==> src/rtl/write_select_decoder.sv <==
// write_select_decoder: registered one-hot write-select decoder. It decodes a
// single index on request, or sweeps every index 0..OUT_W-1 once, one per
// cycle. The top index (XZR) can be write-suppressed: in that case it yields an
// all-zero select that is flagged as masked.
module write_select_decoder #(
  parameter int SEL_W    = 5,
  parameter bit MASK_TOP = 1'b1,
  localparam int OUT_W   = 1 << SEL_W
) (
  input  logic             CLK,
  input  logic             reset,
  input  logic [SEL_W-1:0] S,
  input  logic             en,
  input  logic             sweep_start,
  output logic [OUT_W-1:0] m,
  output logic             valid,
  output logic             masked,
  output logic             busy,
  output logic             sweep_done
);

  typedef enum logic {
    ST_IDLE  = 1'b0,
    ST_SWEEP = 1'b1
  } state_t;

  // cnt is one bit wider than an index so it can hold OUT_W. That value marks
  // the drain cycle: the last sweep result is still on the outputs and busy is
  // still high, so requests made in that cycle must be ignored.
  localparam logic [SEL_W:0] CNT_LAST = (SEL_W+1)'(OUT_W - 1);
  localparam logic [SEL_W:0] CNT_END  = (SEL_W+1)'(OUT_W);
  localparam logic [SEL_W:0] CNT_ONE  = (SEL_W+1)'(1);

  state_t           r_state;
  state_t           w_state_nxt;
  logic [SEL_W:0]   r_cnt;
  logic [SEL_W:0]   w_cnt_nxt;
  logic             w_fire;
  logic [SEL_W-1:0] w_idx;
  logic             w_busy_nxt;
  logic             w_done_nxt;
  logic             w_top;
  logic             w_hide;
  logic [OUT_W-1:0] w_m_nxt;

  logic [OUT_W-1:0] r_m;
  logic             r_valid;
  logic             r_masked;
  logic             r_busy;
  logic             r_done;

  // Next-state logic: choose which index (if any) is emitted on the next edge.
  always_comb begin
    // NOTE: every signal gets a default before the case so no path leaves it
    // unassigned; otherwise synthesis would infer a latch to hold the old value.
    w_state_nxt = r_state;
    w_cnt_nxt   = r_cnt;
    w_fire      = 1'b0;
    w_idx       = '0;
    w_busy_nxt  = 1'b0;
    w_done_nxt  = 1'b0;
    case (r_state)
      ST_IDLE: begin
        if (sweep_start) begin
          // A sweep wins over a simultaneous decode; the decode is dropped.
          w_state_nxt = ST_SWEEP;
          w_cnt_nxt   = CNT_ONE;
          w_fire      = 1'b1;
          w_busy_nxt  = 1'b1;
        end else if (en) begin
          w_fire = 1'b1;
          w_idx  = S;
        end
      end
      ST_SWEEP: begin
        if (r_cnt == CNT_END) begin
          w_state_nxt = ST_IDLE;
          w_cnt_nxt   = '0;
        end else begin
          w_fire     = 1'b1;
          w_idx      = r_cnt[SEL_W-1:0];
          w_cnt_nxt  = r_cnt + CNT_ONE;
          w_busy_nxt = 1'b1;
          w_done_nxt = (r_cnt == CNT_LAST);
        end
      end
      default: w_state_nxt = ST_IDLE;
    endcase
  end

  // Output data: one-hot of the chosen index, or zero when nothing fires or the
  // top index is suppressed.
  always_comb begin
    w_top   = w_fire && (w_idx == {SEL_W{1'b1}});
    w_hide  = MASK_TOP && w_top;
    w_m_nxt = '0;
    if (w_fire && !w_hide) begin
      w_m_nxt[w_idx] = 1'b1;
    end
  end

  // State, counter and output registers, with synchronous reset.
  always_ff @(posedge CLK) begin
    // NOTE: sequential state uses non-blocking assignments so that every
    // register samples the values from before the edge, whatever the order.
    if (reset) begin
      r_state  <= ST_IDLE;
      r_cnt    <= '0;
      r_m      <= '0;
      r_valid  <= 1'b0;
      r_masked <= 1'b0;
      r_busy   <= 1'b0;
      r_done   <= 1'b0;
    end else begin
      r_state  <= w_state_nxt;
      r_cnt    <= w_cnt_nxt;
      r_m      <= w_m_nxt;
      r_valid  <= w_fire;
      r_masked <= w_hide;
      r_busy   <= w_busy_nxt;
      r_done   <= w_done_nxt;
    end
  end

  assign m          = r_m;
  assign valid      = r_valid;
  assign masked     = r_masked;
  assign busy       = r_busy;
  assign sweep_done = r_done;

endmodule

==> config.mk <==
export PLATFORM = sky130hd
export DESIGN_NAME = write_select_decoder
export DESIGN_NICKNAME = d
export VERILOG_FILES = /design/src/rtl/write_select_decoder.sv
export SDC_FILE = /design/constraint.sdc
export NUM_CORES = 1
export LEC_CHECK = 0
export ABC_CLOCK_PERIOD_IN_PS = 2400
export BUFFER_PORTS_ARGS = -buffer_cell sky130_fd_sc_hd__buf_2
export CAP_MARGIN = 10
export CORE_MARGIN = 2
export CORE_UTILIZATION = 45
export DETAILED_ROUTE_END_ITERATION = 6
export PLACE_DENSITY = 0.71
export SYNTH_ARGS = -nofsm -noshare
export SYNTH_HDL_FRONTEND = slang
export SYNTH_SLANG_ARGS = --single-unit
==> constraint.sdc <==
create_clock -name CLK -period 2.4 [get_ports CLK]
set_clock_uncertainty 0.15 [all_clocks]
set_input_delay 0.24 -clock CLK [delete_from_list [all_inputs] [get_ports CLK]]
set_output_delay 0.24 -clock CLK [all_outputs]
set_load 0.005 [all_outputs]
# Yosys cells after proc, flatten, opt, wreduce, memory -nomap -nowiden
# Cells that the tools add are included.
dict set report totals {
  ff_bits 42
  in_bits 9
  out_inout_bits 36
  wordCells 36
}
dict set report op_classes {
  addsub 1
  order_cmp 2
  n_eq_ne 4
  muxes 15
  n_bitwise 2
  n_reduce_logical 6
}
# op n
set ops {}
lappend ops {{$mux 5} 3}
lappend ops {{$mux 6} 2}
lappend ops {{$pmux 6 s2} 1}
lappend ops {{$pmux 5 s2} 1}
lappend ops {{$add 6x1->6 const B} 1}
lappend ops {{$eq 6x5->1 const B} 1}
lappend ops {{$eq 6x6->1 const B} 1}
lappend ops {{$lt 5x6->1 const B} 1}
lappend ops {{$demux 1 s5} 1}
lappend ops {{$eq 5x5->1 const B} 1}
lappend ops {{$ge 5x1->1 const B} 1}
lappend ops {{$mux 1} 5}
lappend ops {{$pmux 1 s2} 2}
lappend ops {{$logic_and 1x1->1} 3}
lappend ops {{$reduce_or 3->1} 1}
lappend ops {{$ne 2x2->1 const B} 1}
lappend ops {{$not 1->1} 2}
lappend ops {{$reduce_or 2->1} 1}
lappend ops {{$logic_not 1->1} 1}

# Logic depth before layout (Yosys ltp)
dict set report depth {
  ltp_word 9
  depth_mapped 8
}

# Least setup slack after synthesis
# OpenSTA, ideal clock, no wires.
dict set report synth_timing {
  path_type {reg2reg}
  startpoint {register r_cnt[0]}
  endpoint {register r_m[9] (netlist: m[9])}
  setup_time_ps 138
  arrival_ps 1579
  slack_ps 533
  path_stages_with_launch 7
  n_path_buf 0
  period_less_slack_ps 1867
  path_cell_list {dfxtp_1 inv_1 ha_1 and4bb_2 a21o_1 o22ai_1 nor4_1}
}
dict set report synth_between {
  elab_chain_len 9
  word_cells_on_any_way 16
  classes_between {order compare (2); eq/ne (2); mux (6); bitwise (1); reduce/logical (5)}
}
# item line_no
set synth_rtl {}
lappend synth_rtl {{from (decl)} 36} ;# logic [SEL_W:0] r_cnt;
lappend synth_rtl {{from (signal assigned)} 116} ;# r_cnt <= w_cnt_nxt;
lappend synth_rtl {{branches (longest 9 deep; another with $lt 5x6->1)} -}
lappend synth_rtl {{to (signal assigned)} 117} ;# r_m <= w_m_nxt;
lappend synth_rtl {{to (decl)} 46} ;# logic [OUT_W-1:0] r_m;
# Several ways; the timed one is not identified.
# A chain may end at the register's enable or synchronous reset.

==> metrics <==
outcome finished clean; Die Area 3907 sq um; Chip Height 62.51 microns; first-pass GRT wire length 6113 microns; Final Instance Count excl. Fillers 262; initial antenna violation count 0; total clock sinks 42; post-route cell area 1888 sq um; mapped cell area 1540 sq um; main flop type after synthesis dfxtp_1; Critical Path RT 2.54 ns; Period minus WS final 2.183 ns; Max Clk Rate 0.4580 GHz; max_slew headroom 63.68%; Cells after Synth 164; final hold violations 0; die width 62.51 microns; antenna-violating nets left 0; Initial Util 46.52%; fin crit share 90.97%; Setup crit start kind flop; Slew Limit Fails 0; post-CTS resize count 0; Min Hold Slack 0.07575 ns; port bufs 44; post-synth top area share 54.59%; syn nets 175; Worst Path Max Fanout 18; post-placement cell area 1827 sq um; dpl hpwl 2593 microns; nets 226; initial detailed-routing violation count 51; total track usage 19.23%; worst vdd ir 0.3006 mV; CTS tree yes; CTS clk-pin slew, worst paths 0.13 ns; critical path capture point type flop; pwr dens 621.6 nW/um^2; vias in the first global route 1358; top post-synthesis cells by area dfxtp_1 55%, nor2_1 6.8%, nand2_1 2.7%; htree depth 2; dpl cells 254; share of cells above drive strength 1 30.09%; RSZ-0062 raised after global routing false; n_diodes 0; critical path's slowest cell dfxtp_1; Syn Area/Cell 9.392 sq um; Synth cell types 48; setup repair bufs after CTS 0; Post-synth EDFFs 0; # hold bufs at CTS 0; synthesized flop and latch total 42; largest net degree at the start of global routing 19; drt first pass iters 4; worst slew pin tran 0.5440 ns; max cap viols 0; fraction of registers with async set/reset 0%; Avg WL per Cell 13.20 microns; Yosys warning total 0; DRC violations left 0; maximum clock path buffer count 2; register area share after synthesis 54.59%; CTS buffer count 5; CTS Root Cell clkbuf_4; worst min path class in2reg; CORE AREA 3311 sq um; # IOs 45; GRT overflow 0; Clk Latency, worst-skew pair 0.36 ns; DRT Wirelength 3459 microns; Cell Rows 21; CP peak stage delay 0.69 ns; RePlAce Congestion 0.8766; Setup Viol. Count Final 0; Synth area leader dfxtp_1; Util after Layout 57.03%; setup total negative slack 0 ns; critical path arrival 2.32 ns; via density per instance 5.324; CP Class reg2reg; via count 1395; crit path cell chain clkinv_1 -> a211oi_1 -> o22ai_1 -> buf_4 -> nor4_1; LEAKAGE 0.8196 nW; Area Growth Syn to Fin 22.58%
## layer usage
metal	vias to the layer above	GRT usage (%)	share of wire (%)
met5	-	0	0
met4	0	8.333	1.6
met3	7	4.324	6.3
met2	51	31.32	47
met1	655	24.51	45
li1	682	-	-
## metrics by stage
stage | total power [W] | setup WS [ns]
2_1_floorplan | 0.0007922 | 0.5328
3_3_place_gp | 0.0008293 | 0.4449
3_5_place_dp | 0.0008320 | 0.2856
4_1_cts | 0.001176 | 0.2574
5_1_grt | 0.001227 | 0.001756
6_report | 0.001174 | 0.2167
## cell usage in the layout, fill, tap and decap left out, types with 2 or more instances in the layout
master / instances
a211oi_1: 2
a21o_1: 2
a21oi_1: 7
a31oi_1: 2
and3_1: 2
buf_2: 44
buf_4: 3
clkbuf_4: 5
clkinvlp_4: 2
dfxtp_1: 42
ha_1: 2
inv_1: 5
nand2_1: 11
nand3_1: 7
nand3b_1: 2
nor2_1: 28
nor2b_1: 2
nor3_1: 7
nor4_1: 6
o21a_1: 2
o21ai_0: 3
## path summary, 6_finish.rpt
check	startpoint	endpoint	slack, ns	cells past startpoint
max	busy	m[9]	0.22	5
min reg2reg	r_cnt[4]	sweep_done	0.36	2
max reg2reg	busy	m[9]	0.22	5
min	reset	r_cnt[3]	0.08	2
## synthesized netlist by cell type, types with 2 or more instances
library cell	number
a31oi_1	2
nand2_1	11
a211oi_1	2
and3_1	2
a21o_1	2
dfxtp_1	42
a21oi_1	7
nor3_1	7
nor2_1	28
o21ai_0	3
nor4_1	6
nand3_1	7
nand3b_1	2
inv_1	5
o21a_1	2
nor2b_1	2
buf_2	2
ha_1	2
## where the power goes
part           switching (W)  total (W)  internal (W)  leakage, nW
Sequential        0.00000946   0.000717      0.000707        0.340
Clock               0.000239   0.000356      0.000117       0.0278
Combinational      0.0000638   0.000101     0.0000372        0.452
Total               0.000312    0.00117      0.000862        0.820
## worst max-delay path, delay by kind of cell (launching register included)
kind                   cells  cell delay, ns
and+or+nand+nor            1            0.21
buffers and inverters      2            0.59
DFF                        1            0.69
AOI/OAI and AO/OA          2            0.47
## registers in the layout (all words and copies together), names as in the netlist
register and count:
valid 1, r_cnt 6, sweep_done 1, masked 1, busy 1, m 32
## kinds of logic after synthesis
| logic type | share of synthesized area [%] |
|---|---|
| simple gates | 27.78 |
| flops | 54.59 |
| compound gates | 13.40 |
| buf+inv | 2.355 |
| fa+ha+maj | 1.624 |
| other cells | 0.2435 |
## final cells by class
type                    instances  area, sq um
fillers                       327         1423
flip-flops and latches         42        840.8
multi-input cells             113        663.1
well taps                      46        57.56
clock buffers                   5        37.54
clock inverters                 3        23.77
repair buffers                 47        242.7
inverters                       6        22.52
Note: power is estimated with default switching activity, not from simulation.
